File: config.mk
export PLATFORM = sky130hd
export DESIGN_NAME = cache_port_arbiter_flat
export DESIGN_NICKNAME = d
export VERILOG_FILES = /design/src/rtl/cache_port_arbiter_if.sv /design/src/rtl/cache_port_arbiter.sv /design/src/flat_wrapper.sv
export SDC_FILE = /design/constraint.sdc
export NUM_CORES = 1
export LEC_CHECK = 0
export CELL_PAD_IN_SITES_DETAIL_PLACEMENT = 1
export CELL_PAD_IN_SITES_GLOBAL_PLACEMENT = 1
export CORE_MARGIN = 2
export CORE_UTILIZATION = 32
export CTS_BUF_LIST = sky130_fd_sc_hd__clkbuf_16
export CTS_CLUSTER_DIAMETER = 30
export DETAILED_ROUTE_END_ITERATION = 12
export GPL_TIMING_DRIVEN = 0
export PLACE_DENSITY = 0.81
export SLEW_MARGIN = 0
export SYNTH_ARGS = -nofsm -noshare
export SYNTH_HDL_FRONTEND = slang
export SYNTH_SLANG_ARGS = --single-unit
File: constraint.sdc
create_clock -name clk -period 1.6 [get_ports clk]
set_clock_uncertainty 0.05 [all_clocks]
set_input_delay 0.16 -clock clk [delete_from_list [all_inputs] [get_ports clk]]
set_output_delay 0.16 -clock clk [all_outputs]
set_load 0.05 [all_outputs]
File: src/rtl/cache_port_arbiter_if.sv
// -----------------------------------------------------------------------------
// cache_port_arbiter_if
//   Bundles the two requester ports (fetch I, data D), the cache controller
//   request/response port and the arbiter status flags.
//
//   Requester I : i_req, i_addr            -> i_ack, i_rdata, i_hit
//   Requester D : d_req, d_wr, d_addr,
//                 d_wdata                  -> d_ack, d_rdata, d_hit
//   Controller  : c_Addr, c_DataIn, c_Rd,
//                 c_Wr                     <- c_Done, c_CacheHit, c_DataOut
//   Status      : busy, err
//
//   slave  : the arbiter side
//   master : the environment side (pipeline stages + cache controller)
// -----------------------------------------------------------------------------
interface cache_port_arbiter_if;
    // Fetch port
    logic        i_req;
    logic [15:0] i_addr;
    logic        i_ack;
    logic [15:0] i_rdata;
    logic        i_hit;
    // Data port
    logic        d_req;
    logic        d_wr;
    logic [15:0] d_addr;
    logic [15:0] d_wdata;
    logic        d_ack;
    logic [15:0] d_rdata;
    logic        d_hit;
    // Cache controller port
    logic [15:0] c_Addr;
    logic [15:0] c_DataIn;
    logic        c_Rd;
    logic        c_Wr;
    logic        c_Done;
    logic        c_CacheHit;
    logic [15:0] c_DataOut;
    // Status
    logic        busy;
    logic        err;

    modport slave (
        input  i_req, i_addr,
        output i_ack, i_rdata, i_hit,
        input  d_req, d_wr, d_addr, d_wdata,
        output d_ack, d_rdata, d_hit,
        output c_Addr, c_DataIn, c_Rd, c_Wr,
        input  c_Done, c_CacheHit, c_DataOut,
        output busy, err
    );

    modport master (
        output i_req, i_addr,
        input  i_ack, i_rdata, i_hit,
        output d_req, d_wr, d_addr, d_wdata,
        input  d_ack, d_rdata, d_hit,
        input  c_Addr, c_DataIn, c_Rd, c_Wr,
        output c_Done, c_CacheHit, c_DataOut,
        input  busy, err
    );
endinterface

File: src/rtl/cache_port_arbiter.sv
// -----------------------------------------------------------------------------
// cache_port_arbiter
//   Shares the single cache controller request port between instruction fetch
//   (port I, read-only) and data memory (port D, read/write). Round-robin on
//   contention, the granted request is latched and held on the controller
//   port until c_Done, and a watchdog aborts a transaction the controller
//   never completes.
//
//   Parameters
//     TIMEOUT : BUSY cycles without c_Done before the transaction is aborted
//     CNT_W   : watchdog counter width (must hold TIMEOUT-1)
//
//   Ports
//     clk : system clock, rising edge
//     rst : asynchronous reset, active low
//     bus : cache_port_arbiter_if.slave (requesters, controller, status)
// -----------------------------------------------------------------------------
module cache_port_arbiter #(
    parameter int TIMEOUT = 64,
    parameter int CNT_W   = 7
) (
    input  logic                  clk,
    input  logic                  rst,
    cache_port_arbiter_if.slave   bus
);

    typedef enum logic {
        ARB  = 1'b0,
        BUSY = 1'b1
    } state_t;

    typedef enum logic {
        PORT_I = 1'b0,
        PORT_D = 1'b1
    } port_t;

    localparam logic [CNT_W-1:0] WDOG_LAST = CNT_W'(TIMEOUT - 1);

    state_t           r_state;
    port_t            r_last_grant;
    port_t            r_gnt;
    logic [15:0]      r_addr;
    logic [15:0]      r_wdata;
    logic             r_wr;
    logic             r_c_rd;
    logic             r_c_wr;
    logic [CNT_W-1:0] r_wdog;
    logic             r_err;
    logic [15:0]      r_i_rdata;
    logic [15:0]      r_d_rdata;

    logic             w_busy;
    logic             w_done;
    logic             w_timeout;
    logic             w_finish;
    logic             w_req_any;
    port_t            w_pick;
    logic [15:0]      w_rdata;
    logic             w_hit;

    // -------------------------------------------------------------------------
    // Arbitration: a lone requester wins; on a tie the port that was not
    // granted last time wins.
    // -------------------------------------------------------------------------
    // NOTE: every always_comb output gets a default first so no path can
    // leave it unassigned and infer a latch.
    always_comb begin
        w_req_any = bus.i_req | bus.d_req;
        w_pick    = PORT_I;
        if (bus.i_req && bus.d_req)
            w_pick = (r_last_grant == PORT_D) ? PORT_I : PORT_D;
        else if (bus.d_req)
            w_pick = PORT_D;
    end

    // -------------------------------------------------------------------------
    // Completion. c_Done only counts while BUSY. A real c_Done on the last
    // watchdog cycle beats the timeout, so good data is never discarded.
    // -------------------------------------------------------------------------
    assign w_busy    = (r_state == BUSY);
    assign w_done    = w_busy & bus.c_Done;
    assign w_timeout = w_busy & ~bus.c_Done & (r_wdog == WDOG_LAST);
    assign w_finish  = w_done | w_timeout;

    // An aborted transaction returns zero data and no hit.
    assign w_rdata   = w_done ? bus.c_DataOut : 16'h0000;
    assign w_hit     = w_done & bus.c_CacheHit;

    // Acks are combinational so the requester sees completion in the same
    // cycle the controller raises c_Done.
    assign bus.i_ack   = w_finish & (r_gnt == PORT_I);
    assign bus.d_ack   = w_finish & (r_gnt == PORT_D);
    assign bus.i_hit   = bus.i_ack & w_hit;
    assign bus.d_hit   = bus.d_ack & w_hit;
    // Read data holds its last value between acks.
    assign bus.i_rdata = bus.i_ack ? w_rdata : r_i_rdata;
    assign bus.d_rdata = bus.d_ack ? w_rdata : r_d_rdata;

    // Controller port comes straight from flops.
    assign bus.c_Addr   = r_addr;
    assign bus.c_DataIn = r_wdata;
    assign bus.c_Rd     = r_c_rd;
    assign bus.c_Wr     = r_c_wr;

    assign bus.busy = w_busy;
    // err is visible in the abort cycle itself, then held by the sticky flop.
    assign bus.err  = r_err | w_timeout;

    // -------------------------------------------------------------------------
    // Control FSM and request latch
    // -------------------------------------------------------------------------
    // NOTE: sequential state uses non-blocking assignments only, so every
    // flop samples pre-edge values regardless of statement order.
    always_ff @(posedge clk or negedge rst) begin
        if (!rst) begin
            r_state      <= ARB;
            r_last_grant <= PORT_D;
            r_gnt        <= PORT_I;
            r_addr       <= 16'h0000;
            r_wdata      <= 16'h0000;
            r_wr         <= 1'b0;
            r_c_rd       <= 1'b0;
            r_c_wr       <= 1'b0;
            r_wdog       <= '0;
            r_err        <= 1'b0;
            r_i_rdata    <= 16'h0000;
            r_d_rdata    <= 16'h0000;
        end else begin
            case (r_state)
                ARB: begin
                    if (w_req_any) begin
                        r_gnt        <= w_pick;
                        r_last_grant <= w_pick;
                        if (w_pick == PORT_D) begin
                            r_addr  <= bus.d_addr;
                            r_wdata <= bus.d_wdata;
                            r_wr    <= bus.d_wr;
                            r_c_rd  <= ~bus.d_wr;
                            r_c_wr  <= bus.d_wr;
                        end else begin
                            r_addr  <= bus.i_addr;
                            r_wdata <= 16'h0000;
                            r_wr    <= 1'b0;
                            r_c_rd  <= 1'b1;
                            r_c_wr  <= 1'b0;
                        end
                        r_wdog  <= '0;
                        r_state <= BUSY;
                    end
                end

                BUSY: begin
                    if (w_finish) begin
                        // Dropping Rd/Wr here guarantees the one-cycle idle
                        // gap before the next grant reaches the controller.
                        r_c_rd  <= 1'b0;
                        r_c_wr  <= 1'b0;
                        r_wdog  <= '0;
                        r_state <= ARB;
                        if (w_timeout)
                            r_err <= 1'b1;
                        if (r_gnt == PORT_I)
                            r_i_rdata <= w_rdata;
                        else
                            r_d_rdata <= w_rdata;
                    end else begin
                        r_wdog <= r_wdog + CNT_W'(1);
                    end
                end

                default: r_state <= ARB;
            endcase
        end
    end

endmodule

File: src/flat_wrapper.sv
// flat-port wrapper written by rule: the top's interface ports become plain ports
module cache_port_arbiter_flat 
#(
    parameter int TIMEOUT = 64,
    parameter int CNT_W   = 7
)
  (clk, rst, bus_i_req, bus_i_addr, bus_i_ack, bus_i_rdata, bus_i_hit, bus_d_req, bus_d_wr, bus_d_addr, bus_d_wdata, bus_d_ack, bus_d_rdata, bus_d_hit, bus_c_Addr, bus_c_DataIn, bus_c_Rd, bus_c_Wr, bus_c_Done, bus_c_CacheHit, bus_c_DataOut, bus_busy, bus_err);
  cache_port_arbiter_if bus_i ();
  input  logic clk;
  input  logic rst;
  input wire logic [$bits(bus_i.i_req)-1:0] bus_i_req;
  input wire logic [$bits(bus_i.i_addr)-1:0] bus_i_addr;
  output wire logic [$bits(bus_i.i_ack)-1:0] bus_i_ack;
  output wire logic [$bits(bus_i.i_rdata)-1:0] bus_i_rdata;
  output wire logic [$bits(bus_i.i_hit)-1:0] bus_i_hit;
  input wire logic [$bits(bus_i.d_req)-1:0] bus_d_req;
  input wire logic [$bits(bus_i.d_wr)-1:0] bus_d_wr;
  input wire logic [$bits(bus_i.d_addr)-1:0] bus_d_addr;
  input wire logic [$bits(bus_i.d_wdata)-1:0] bus_d_wdata;
  output wire logic [$bits(bus_i.d_ack)-1:0] bus_d_ack;
  output wire logic [$bits(bus_i.d_rdata)-1:0] bus_d_rdata;
  output wire logic [$bits(bus_i.d_hit)-1:0] bus_d_hit;
  output wire logic [$bits(bus_i.c_Addr)-1:0] bus_c_Addr;
  output wire logic [$bits(bus_i.c_DataIn)-1:0] bus_c_DataIn;
  output wire logic [$bits(bus_i.c_Rd)-1:0] bus_c_Rd;
  output wire logic [$bits(bus_i.c_Wr)-1:0] bus_c_Wr;
  input wire logic [$bits(bus_i.c_Done)-1:0] bus_c_Done;
  input wire logic [$bits(bus_i.c_CacheHit)-1:0] bus_c_CacheHit;
  input wire logic [$bits(bus_i.c_DataOut)-1:0] bus_c_DataOut;
  output wire logic [$bits(bus_i.busy)-1:0] bus_busy;
  output wire logic [$bits(bus_i.err)-1:0] bus_err;
  assign bus_i.i_req = bus_i_req;
  assign bus_i.i_addr = bus_i_addr;
  assign bus_i_ack = bus_i.i_ack;
  assign bus_i_rdata = bus_i.i_rdata;
  assign bus_i_hit = bus_i.i_hit;
  assign bus_i.d_req = bus_d_req;
  assign bus_i.d_wr = bus_d_wr;
  assign bus_i.d_addr = bus_d_addr;
  assign bus_i.d_wdata = bus_d_wdata;
  assign bus_d_ack = bus_i.d_ack;
  assign bus_d_rdata = bus_i.d_rdata;
  assign bus_d_hit = bus_i.d_hit;
  assign bus_c_Addr = bus_i.c_Addr;
  assign bus_c_DataIn = bus_i.c_DataIn;
  assign bus_c_Rd = bus_i.c_Rd;
  assign bus_c_Wr = bus_i.c_Wr;
  assign bus_i.c_Done = bus_c_Done;
  assign bus_i.c_CacheHit = bus_c_CacheHit;
  assign bus_i.c_DataOut = bus_c_DataOut;
  assign bus_busy = bus_i.busy;
  assign bus_err = bus_i.err;
  cache_port_arbiter #(.TIMEOUT(TIMEOUT), .CNT_W(CNT_W)) u_core (.clk(clk), .rst(rst), .bus(bus_i));
endmodule
# Word-level counts from Yosys, hierarchy flattened
# Index checks and enable logic that the tools add are counted.
[totals]
register_bits = 77
out_inout_bits = 72
[op_classes]
addsub = 1
bitwise_logic = 15
n_mux = 21
n_eq_ne = 3
reduce_logical = 6
[op_table]
columns = ["op", "count"]
rows = [
  ["$mux W16", 5],
  ["$mux W7", 2],
  ["$pmux W7 S2", 1],
  ["$mux W1", 10],
  ["$reduce_and A3 Y1", 3],
  ["$and A1 B1 Y1", 8],
  ["$add A7 B1 Y7 const B", 1],
  ["$eq A7 B6 Y1 const B", 1],
  ["$pmux W1 S2", 3],
  ["$not A1 Y1", 4],
  ["$reduce_and A2 Y1", 2],
  ["$or A1 B1 Y1", 3],
  ["$ne A2 B1 Y1 const B", 1],
  ["$ne A2 B2 Y1 const B", 1],
  ["$logic_and A1 B1 Y1", 1],
]

# Longest topological paths before layout
# Gate-level depths: netlist of run 1.
[logic_depth]
ltp_word = 6
depth_mapped = 6

# Worst setup path before layout of run 1
# Ideal clock, no wire load.
[synth_timing]
path_kind = "register -> output"
from = "register u_core.r_wdog[0]"
to = "output port bus_i_rdata[10]"
path_buffers = 1
slack_ps = -746
t_arrival_ps = 2136
required_ps = 1390
stages_incl_launch_ff = 6
path_cell_list = "dfrtp_1 > ha_1 > nand3_2 > o21bai_2 > clkbuf_1 > o21ai_0"
[synth_between]
elab_chain_len = 5
[synth_rtl]
columns = ["element", "line_no", "rtl"]
rows = [
  ["start, declared", "cache_port_arbiter.sv:47", "logic [CNT_W-1:0] r_wdog;"],
  ["start signal, assigned", "cache_port_arbiter.sv:167", "r_wdog <= r_wdog + CNT_W'(1);"],
  ["$eq A7 B6 Y1", "cache_port_arbiter.sv:82", "assign w_timeout = w_busy & ~bus.c_Done & (r_wdog == WDOG_LAST);"],
  ["$and A1 B1 Y1", "cache_port_arbiter.sv:82", ""],
  ["$or A1 B1 Y1", "cache_port_arbiter.sv:83", "assign w_finish = w_done | w_timeout;"],
  ["$and A1 B1 Y1", "cache_port_arbiter.sv:91", "assign bus.i_ack = w_finish & (r_gnt == PORT_I);"],
  ["$mux W16", "cache_port_arbiter.sv:96", "assign bus.i_rdata = bus.i_ack ? w_rdata : r_i_rdata;"],
  ["end, declared", "flat_wrapper.sv:14", "output wire logic [$bits(bus_i.i_rdata)-1:0] bus_i_rdata;"],
]
# No other way between the ends.

# Final worst setup path of run 1
[layout_timing]
from = "register u_core.r_wdog[0]"
to = "output port bus_d_rdata[7]"
[layout_between]
elab_chain_len = 5
[layout_rtl]
columns = ["element", "line_no", "rtl"]
rows = [
  ["$eq A7 B6 Y1", "cache_port_arbiter.sv:82", ""],
  ["$and A1 B1 Y1", "cache_port_arbiter.sv:82", ""],
  ["$or A1 B1 Y1", "cache_port_arbiter.sv:83", ""],
  ["$and A1 B1 Y1", "cache_port_arbiter.sv:92", "assign bus.d_ack = w_finish & (r_gnt == PORT_D);"],
  ["$mux W16", "cache_port_arbiter.sv:97", "assign bus.d_rdata = bus.d_ack ? w_rdata : r_d_rdata;"],
  ["end, declared", "flat_wrapper.sv:21", "output wire logic [$bits(bus_i.d_rdata)-1:0] bus_d_rdata;"],
]
# No other way between the ends.

==> results.json, run 1 <==
{
  "setup_ws_ns": -0.4830,
  "ys_seq_elements": 77,
  "wl_per_cell_um": 19.68,
  "grt_max_degree": 46,
  "wirelength_um": 13520,
  "antenna_cells": 0,
  "drv_cap": 0,
  "final_cell_area_um2": 6690,
  "clk_latency_ns": 0.34,
  "crit_required_ns": 1.39,
  "critPathKind": "reg -> out",
  "root_buffer": "clkbuf_16",
  "grt_pass1_vias": 3965,
  "synthFlopType": "dfrtp_1",
  "die_w_um": 109.3,
  "core_area_um2": 10840,
  "worst_pin_slew_ns": 0.5546,
  "synth_top_cell_by_area": "dfrtp_1",
  "dpl_cell_area_um2": 5769,
  "drc": 0,
  "floorplan.initialDensity_pct": 32.71,
  "cp-start-kind": "flip-flop",
  "relSlewSlack_pct": 63.17,
  "netlist.area_leader.share_pct": 53.63,
  "ant_nets": 0,
  "slowest_stage": "dfrtp_1",
  "timing_max_transition_violations_final": 0,
  "violations": "negative setup slack",
  "fp-row-count": 38,
  "num_vias": 3583,
  "fin_crit_sh_pct": 130.2,
  "avgViaCountPerCell": 5.215,
  "critPathArrivalTime_ns": 1.87,
  "syn_area_per_cell_um2": 10.19,
  "first_iter_violations": 159,
  "cts_made_buffers": 9,
  "path_cells": "ha_4 -> nand3_4 -> o21bai_4 -> buf_8 -> buf_12 -> buf_16 -> o21ai_4 -> buf_6",
  "min_path_type": "in -> async",
  "dieArea_um2": 11940,
  "async_reset_ff_share_pct": 100.0,
  "yosys-top-cells-area": "dfrtp_1 54%, o21ai_0 7.3%, a22oi_1 7.0%",
  "track_usage_pct": 23.12,
  "max_freq_ghz": 0.4801,
  "gp_congestion": 0.7535,
  "finalSetupViolCount": 37,
  "postSynthCellCount": 348,
  "port_buffers": 142,
  "post-route-min-period_ns": 2.083,
  "holdWs_ns": 0.2607,
  "clk_path_buf_depth": 2,
  "cts_max_level": 3,
  "yosys_warnings": 0,
  "dieHeight_um": 109.3,
  "rsz0062_at_grt": "yes",
  "syn_area_um2": 3546,
  "synth.net_count": 420,
  "finalNetCount": 614,
  "path_clk_slew_ns": 0.06,
  "reg2reg_depth": 11,
  "reg2reg_to": "u_core.r_wdog[6]$_DFFE_PN0P_",
  "slowest_delay_ns": 0.42,
  "place_hpwl_um": 8764,
  "final_core_util_pct": 61.72,
  "synth_edf_count": 0,
  "ys_types": 37,
  "ir_drop_mv": 0.9604,
  "ys_seq_area_share_pct": 54.38,
  "grt_pass1_wl_um": 20780,
  "first_pass_iters": 4,
  "tritoncts": "yes",
  "endpoint_kind": "output pin",
  "finalHoldViolCount": 0,
  "grt-ovfl-total": 0,
  "r2r-start": "u_core.r_wdog[0]$_DFFE_PN0P_",
  "status": "finished with violations",
  "regToRegSetupSlack_ns": -0.36,
  "pin_count": 143,
  "cts.sinks": 77,
  "crit_path_max_fanout": 5,
  "area_growth_pct": 88.67,
  "cellPowerDensity_nw_per_um2": 2011,
  "grt_antenna_before_repair": 0,
  "drive_above_1_share_pct": 35.28,
  "p_leak_nw": 3.037
}
## through the flow
| stage | std cells | setup WS [ns] | setup TNS [ns] | power, mW |
|---|---|---|---|---|
| 2_1_floorplan | 348 | -0.05256 | -0.9267 | 8.519 |
| 3_3_place_gp | 630 | -2.842 | -240.49 | 10.59 |
| 3_5_place_dp | 631 | -1.152 | -50.07 | 10.84 |
| 4_1_cts | 673 | -0.4907 | -15.62 | 13.21 |
| 5_1_grt | 687 | -0.5378 | -18.15 | 14.08 |
| 6_report | 687 | -0.4830 | -15.53 | 13.45 |
## cell type report
cell class                 instances  area (um^2)
timing repair buffer             187         1916
tap                              140        175.2
fill                            1163         4150
multi-input combinational        211         1928
sequential                        77         1932
clock inverter                     7        97.59
clock buffer                       9        225.2
inverter                          36        135.1
buffer                            20        281.5
## synthesized netlist by cell type, types with 2 or more instances
master	instances
a22o_1	18
clkbuf_1	8
nand3_1	3
nand2_1	25
xor2_1	2
buf_6	5
mux2i_1	16
buf_2	10
o21ai_0	52
a22oi_1	33
a21o_1	4
nor2_1	3
dfrtp_1	76
inv_1	36
o21a_1	2
o21ai_1	33
nor2b_1	2
## report_power, final
| group | switching, mW | leakage (nW) | internal, mW |
|---|---|---|---|
| Sequential | 0.491 | 0.906 | 2.68 |
| Combinational | 5.09 | 1.98 | 2.93 |
| Clock | 0.878 | 0.154 | 1.37 |
| Total | 6.46 | 3.04 | 6.99 |
## registers in the layout, indices dropped and copies added, names as in the netlist
name and cells:
u_core.r_wdog 7, u_core.r_i_rdata 16, u_core.bus.c_Wr 1, u_core.r_gnt 1, u_core.bus.c_Addr 16, u_core.bus.busy 1
u_core.bus.c_Rd 1, u_core.r_err 1, u_core.r_d_rdata 16, u_core.r_last_grant 1, u_core.bus.c_DataIn 16
## worst max-delay path, delay by kind of cell, from the launching register on
family / cells / cell delay, ns
adders and majority gates: 1 / 0.20
AOI/OAI and AO/OA: 2 / 0.21
DFF: 1 / 0.42
buffers and inverters: 4 / 0.58
and+or+nand+nor: 1 / 0.11
## repair_timing
| item | CTS | global route |
|---|---|---|
| gates resized for setup | 313 | 42 |
| gates cloned | 3 | 2 |
| endpoints found under the setup margin | 122 | 75 |
| setup buffers | 23 | 21 |
| pin swaps | 6 | 11 |
| endpoints found under the hold margin | 32 | 0 |
| hold buffers | 1 | 0 |
## placed cells by master, fill, tap and decap left out, types with 3 or more instances in the layout
master,Yosys,layout
inv_1,36,36
buf_8,0,7
dfrtp_2,0,3
dfrtp_1,76,73
clkdlybuf4s50_1,0,69
buf_4,1,36
nand3_1,3,3
a22o_1,18,18
buf_6,5,40
a22oi_1,33,9
a22oi_2,0,24
buf_16,0,3
o21ai_1,33,17
buf_12,0,6
a21o_1,4,4
o21ai_0,52,34
buf_2,10,3
nand2_1,25,24
mux2i_1,16,16
dlygate4sd2_1,0,35
clkbuf_16,0,14
o21ai_4,0,33
## how the worst max path moves through the flow
stage | from | cells after the start | slack, ns | end
final | u_core.r_wdog[0]$_DFFE_PN0P_ | 8 | -0.48 | bus_d_rdata[7]
after global routing | u_core.r_wdog[0]$_DFFE_PN0P_ | 8 | -0.54 | bus_d_rdata[15]
after CTS | u_core.r_wdog[0]$_DFFE_PN0P_ | 8 | -0.49 | bus_d_rdata[6]
after detailed placement | bus_c_Done | 7 | -1.15 | bus_i_rdata[7]
after global placement | rst | 1 | -2.84 | u_core.bus.busy$_DFF_PN0_
after floorplan | u_core.r_wdog[1]$_DFFE_PN0P_ | 6 | -0.05 | bus_d_rdata[10]
## cells by family (layout without fill, tap and decap cells)
family / after synthesis / after routing / share of synthesized area (%)
compound gates: 149 / 149 / 26.39
simple gates: 42 / 42 / 5.752
buf+inv: 60 / 259 / 7.869
xor+xnor: 3 / 3 / 0.7411
fa+ha+maj: 1 / 1 / 0.3528
mux: 16 / 16 / 4.516
flops: 77 / 77 / 54.38
## per-layer routing
metal	track usage [%]	share of wire [%]	wire length, um
met4	9.855	3.0	408
met3	7.233	8.0	1080
met5	0	0	0
met1	26.48	38	5185
met2	39.80	51	6847
Power figures use the tool's default switching activity.
==> run 2: changes to the inputs <==
--- a/config.mk
+++ b/config.mk
@@ -5,6 +5,7 @@
 export SDC_FILE = /design/constraint.sdc
 export NUM_CORES = 1
 export LEC_CHECK = 0
+export CAP_MARGIN = 25
 export CELL_PAD_IN_SITES_DETAIL_PLACEMENT = 1
 export CELL_PAD_IN_SITES_GLOBAL_PLACEMENT = 1
 export CORE_MARGIN = 2
@@ -18,3 +19,4 @@
 export SYNTH_ARGS = -nofsm -noshare
 export SYNTH_HDL_FRONTEND = slang
 export SYNTH_SLANG_ARGS = --single-unit
+export TNS_END_PERCENT = 50
==> constraint.sdc (replaced) <==
create_clock -name clk -period 1.6 [get_ports clk]
set_clock_uncertainty 0.05 [all_clocks]
set_input_delay 0.32 -clock clk [delete_from_list [all_inputs] [get_ports clk]]
set_output_delay 0.32 -clock clk [all_outputs]
set_load 0.05 [all_outputs]
==> run 2 against run 1 <==
Critical endpoint is now bus_i_ack. Fmax down 4.0%. Sequential power up 1%. Sequential share of layout area down 0.59 points. Highest routed layer unchanged. Hold slack better by 0.17 ns. The flow still finishes with violations (negative setup slack).
==> results.json, run 2 (synthesis results as in run 1) <==
{
  "fill_cells": 1134,
  "relSlewSlack_pct": 66.01,
  "grt_antenna_before_repair": 0,
  "layout_common_cells": "71 x dfrtp_1, 66 x clkdlybuf4s50_1, 49 x buf_6, 35 x inv_1, 33 x buf_4",
  "num_vias": 3669,
  "endpoint_kind": "output pin",
  "rsz0062_at_grt": "yes",
  "drive_above_1_share_pct": 44.42,
  "cts.sinks": 77,
  "floorplan.initialDensity_pct": 32.71,
  "wirelength_um": 14560,
  "final_core_util_pct": 63.08,
  "finalHoldViolCount": 0,
  "setup_ws_ns": -0.5690,
  "first_pass_iters": 4,
  "path_cells": "nand3b_1 -> o21bai_4 -> buf_8 -> buf_6 -> nor2b_4 -> buf_8",
  "cp-start-kind": "flip-flop",
  "slowest_stage": "dfrtp_1",
  "reg2reg_depth": 7,
  "r2r-start": "u_core.bus.busy$_DFF_PN0_",
  "critPathArrivalTime_ns": 1.80,
  "grt_max_degree": 46,
  "violations": "negative setup slack",
  "post-route-min-period_ns": 2.169,
  "cellPowerDensity_nw_per_um2": 2090,
  "dieArea_um2": 11940,
  "track_usage_pct": 23.31,
  "finalSetupViolCount": 70,
  "die_w_um": 109.3,
  "p_leak_nw": 3.055,
  "timing_max_transition_violations_final": 0,
  "critPathKind": "reg -> out",
  "dpl.cell_count": 631,
  "port_buffers": 142,
  "clk_latency_ns": 0.34,
  "slowest_delay_ns": 0.39,
  "place_hpwl_um": 8977,
  "clk_path_buf_depth": 2,
  "grt_pass1_wl_um": 20780,
  "fin_cells": 696,
  "path_clk_slew_ns": 0.06,
  "cts_max_level": 3,
  "worst_pin_slew_ns": 0.5118,
  "drc": 0,
  "root_buffer": "clkbuf_16",
  "ant_nets": 0,
  "hold_depth": 2,
  "final_common_cell": "dfrtp_1",
  "min_to": "u_core.bus.c_Addr[15]$_DFFE_PN0P_",
  "crit_path_max_fanout": 7,
  "cpMostUsedCell": "buf_8",
  "dieHeight_um": 109.3,
  "max_freq_ghz": 0.4610,
  "hp-start": "u_core.bus.c_Addr[15]$_DFFE_PN0P_",
  "pin_count": 143,
  "gp_congestion": 0.7513,
  "antenna_cells": 0,
  "first_iter_violations": 156,
  "grt-ovfl-total": 0,
  "status": "finished with violations",
  "avgViaCountPerCell": 5.272,
  "finalNetCount": 623,
  "cts_made_buffers": 9,
  "drv_cap": 0,
  "tritoncts": "yes",
  "core_area_um2": 10840,
  "ir_drop_mv": 1.205,
  "grt_pass1_vias": 3893,
  "crit_required_ns": 1.23,
  "min_path_type": "reg -> reg",
  "reg2reg_to": "u_core.bus.c_Addr[1]$_DFFE_PN0P_",
  "area_growth_pct": 92.84,
  "fp-row-count": 38,
  "regToRegSetupSlack_ns": -0.14,
  "wl_per_cell_um": 20.91,
  "fin_crit_sh_pct": 135.6
}
run 2: changes by cell type in the layout (fill, tap and decap cells not counted), moves of 3 or more:
cell,previous run,this run
clkdlybuf4s15_2,0,3
clkbuf_2,0,25
clkdlybuf4s15_1,0,7
buf_8,7,11
buf_4,36,33
dlygate4sd2_1,35,3
o21ai_2,1,5
clkdlybuf4s50_1,69,66
buf_6,40,49
o21ai_0,34,31
run 2: final cells by class:
type	instances	area, um^2	area share, %
clock inverters	7	137.6	2.013
multi-input cells	212	2007	29.35
clock buffers	9	225.2	3.294
flip-flops and latches	77	1934	28.29
well taps	140	175.2	2.562
inverters	36	135.1	1.976
repair buffers	193	1894	27.70
plain buffers	22	329.1	4.812
run 2: repair_timing:
item,in CTS,in global routing
hold buffers,1,0
pin swaps,28,21
endpoints found under the setup margin,129,107
hold endpoints to repair,32,0
cloned,2,9
resized for setup,372,82
buffers inserted,17,23
run 2: per-stage QoR:
| stage | power [mW] | setup WS, ns | hold WS [ns] | area, um^2 | setup TNS, ns |
|---|---|---|---|---|---|
| global route | 14.89 | -0.6120 | 0.4471 | 6838 | -25.66 |
| CTS | 13.80 | -0.6002 | 0.4144 | 6534 | -19.56 |
| finish | 14.29 | -0.5690 | 0.4352 | 6838 | -21.23 |
| floorplan | 8.539 | -0.2063 | -0.02559 | 4163 | -6.443 |
| global placement | 10.61 | -2.997 | 0.3909 | 5759 | -271.42 |
| detailed placement | 10.86 | -1.339 | 0.2647 | 5784 | -70.85 |
run 2: routing by layer:
metal	track usage (%)	up-vias	wire length (um)
li1	-	1643	-
met1	28.04	1850	5536
met2	40.15	151	7652
met3	6.754	25	1095
met4	7.505	0	272
met5	0	-	0
run 2: power breakdown:
group / internal (mW) / switching [mW]
Sequential: 2.69 / 0.526
Combinational: 3.21 / 5.33
Clock: 1.68 / 0.861
run 2: critical path, delay by kind of cell (launching register included):
kind | cells | cell delay (ns)
AOI/OAI and AO/OA | 1 | 0.24
and+or+nand+nor | 2 | 0.37
buffers and inverters | 3 | 0.46
DFF | 1 | 0.39
run 2: how the worst max path moves through the flow:
stage / startpoint / to / cells past startpoint
2_1_floorplan: u_core.bus.busy$_DFF_PN0_ / bus_d_rdata[5] / 6
3_3_place_gp: rst / u_core.bus.busy$_DFF_PN0_ / 1
3_5_place_dp: bus_c_Done / bus_i_rdata[14] / 7
4_1_cts: u_core.bus.busy$_DFF_PN0_ / bus_d_rdata[10] / 7
5_1_grt: u_core.r_wdog[6]$_DFFE_PN0P_ / bus_i_ack / 6
6_report: u_core.r_wdog[6]$_DFFE_PN0P_ / bus_i_ack / 6
==> run 3: changes to the inputs <==
--- a/config.mk
+++ b/config.mk
@@ -15,8 +15,8 @@
 export DETAILED_ROUTE_END_ITERATION = 12
 export GPL_TIMING_DRIVEN = 0
 export PLACE_DENSITY = 0.81
+export SKIP_LAST_GASP = 1
 export SLEW_MARGIN = 0
 export SYNTH_ARGS = -nofsm -noshare
 export SYNTH_HDL_FRONTEND = slang
 export SYNTH_SLANG_ARGS = --single-unit
-export TNS_END_PERCENT = 50
==> run 3 against run 2 <==
The run still ends with negative setup slack left. Total power up 0.95%. Count of clock-buffer cells in the layout unchanged. Global-route usage up 0.58 points. Final area up 0.37%. Fmax up 0.53%. Final cell count up 0.14%. Critical endpoint is now bus_i_rdata[14]. Largest cell class unchanged. Highest routed layer unchanged.
==> results.json, run 3 (synthesis results as in run 1) <==
{
  "dieArea_um2": 11940,
  "wl_per_cell_um": 21.39,
  "num_vias": 3664,
  "drv_cap": 0,
  "cp-start-kind": "flip-flop",
  "relSlewSlack_pct": 65.47,
  "holdWs_ns": 0.4456,
  "cts_max_level": 3,
  "area_growth_pct": 93.54,
  "fin_crit_sh_pct": 134.8,
  "crit_path_max_fanout": 5,
  "path_cells": "nand2b_4 -> buf_6 -> clkbuf_16 -> a22oi_2 -> o21ai_4 -> buf_6",
  "pin_count": 143,
  "drc": 0,
  "place_hpwl_um": 8977,
  "final_common_cell": "dfrtp_1",
  "layout_common_cells": "71 x dfrtp_1, 66 x clkdlybuf4s50_1, 56 x buf_6, 35 x inv_1, 32 x o21ai_4",
  "max_freq_ghz": 0.4635,
  "clk_path_buf_depth": 2,
  "violations": "negative setup slack",
  "cts_made_buffers": 9,
  "regToRegSetupSlack_ns": -0.16,
  "wirelength_um": 14910,
  "status": "finished with violations",
  "grt_pass1_wl_um": 21400,
  "die_w_um": 109.3,
  "fp-row-count": 38,
  "path_clk_slew_ns": 0.06,
  "grt-ovfl-total": 0,
  "final_core_util_pct": 63.31,
  "path_buf_inv": 3,
  "crit_family": "buffers and inverters",
  "dieHeight_um": 109.3,
  "cpMostUsedCell": "buf_6",
  "ir_drop_mv": 1.225,
  "gp_congestion": 0.7513,
  "first_iter_violations": 115,
  "port_buffers": 142,
  "min_path_type": "in -> async",
  "grt_antenna_before_repair": 0,
  "root_buffer": "clkbuf_16",
  "p_leak_nw": 3.063,
  "critPathKind": "reg -> out",
  "rsz0062_at_grt": "yes",
  "slowest_delay_ns": 0.43,
  "avgViaCountPerCell": 5.257,
  "finalSetupViolCount": 74,
  "core_area_um2": 10840,
  "ant_nets": 0,
  "timing_max_transition_violations_final": 0,
  "dpl_cell_area_um2": 5784,
  "track_usage_pct": 23.89,
  "final_cell_area_um2": 6863,
  "reg2reg_to": "u_core.r_wdog[5]$_DFFE_PN0P_",
  "slowest_stage": "dfrtp_2",
  "cellPowerDensity_nw_per_um2": 2103,
  "worst_pin_slew_ns": 0.5200,
  "endpoint_kind": "output pin",
  "post-route-min-period_ns": 2.157,
  "reg2reg_depth": 8,
  "finalNetCount": 624,
  "clk_latency_ns": 0.34,
  "first_pass_iters": 4,
  "drive_above_1_share_pct": 46.50,
  "tritoncts": "yes",
  "setup_ws_ns": -0.5575,
  "r2r-start": "u_core.bus.busy$_DFF_PN0_",
  "antenna_cells": 0,
  "power_mw": 14.43,
  "critPathArrivalTime_ns": 1.79,
  "grt_pass1_vias": 3923,
  "finalHoldViolCount": 0,
  "floorplan.initialDensity_pct": 32.71,
  "crit_required_ns": 1.23,
  "grt_max_degree": 46,
  "cts.sinks": 77
}
## run 3: cell types whose count changed in the layout (fill, tap and decap cells not counted), sizes merged
cell  change
buf       +1
## run 3: worst reg2reg max path, stage by stage (launching register included)
cell	delay, ns
dfrtp_2	0.44
buf_8	0.14
buf_6	0.11
buf_6	0.12
buf_6	0.13
buf_4	0.13
nor3_4	0.16
o2bb2a_1	0.25
a22oi_1	0.15
## run 3: timing repair
action / CTS / global route
resized for setup: 362 / 109
cloned: 4 / 8
hold buffers: 1 / 0
pin swaps: 17 / 41
setup buffers: 21 / 20
setup endpoints to repair: 129 / 115
hold endpoints to repair: 32 / 0
## run 3: metal layers
layer	global-route usage, %	vias to the layer above	part of all wire [%]
li1	-	1652	-
met1	28.60	1830	38
met2	41.48	154	52
met3	6.515	28	7.5
met4	7.957	0	2.7
met5	0	-	0
## run 3: how the worst max path moves through the flow
stage                                 start                   endpoint  slack [ns]  depth (start not counted)
3_5_place_dp                     bus_c_Done            bus_i_rdata[14]       -1.34                          7
6_report           u_core.r_gnt$_DFFE_PN0P_            bus_i_rdata[14]       -0.56                          6
4_1_cts        u_core.r_wdog[0]$_DFFE_PN0P_             bus_i_rdata[0]       -0.60                          7
3_3_place_gp                            rst  u_core.bus.busy$_DFF_PN0_       -3.00                          1
5_1_grt        u_core.r_wdog[1]$_DFFE_PN0P_                  bus_i_ack       -0.60                          7
2_1_floorplan     u_core.bus.busy$_DFF_PN0_             bus_d_rdata[5]       -0.21                          6
## run 3: report_power, final
group	switching, mW	leakage [nW]	internal (mW)
logic	5.38	1.98	3.26
registers	0.567	0.903	2.69
clock network	0.853	0.175	1.68
## run 3: area by class of cell
class                           instances  area, um^2
Multi-Input combinational cell        212        2034
Buffer                                 21       307.8
Clock buffer                            9       225.2
Tap cell                              140       175.2
Fill cell                            1132        3978
Inverter                               36       135.1
Clock inverter                          7       137.6
Timing Repair Buffer                  195        1913
Sequential cell                        77        1934
## run 3: per-stage QoR
step | setup WS, ns | cells | setup TNS, ns
after floorplan | -0.2063 | 348 | -6.443
after global placement | -2.997 | 630 | -271.42
after detailed placement | -1.339 | 631 | -70.85
after CTS | -0.6046 | 672 | -20.14
after global routing | -0.6041 | 697 | -25.29
final | -0.5575 | 697 | -20.87
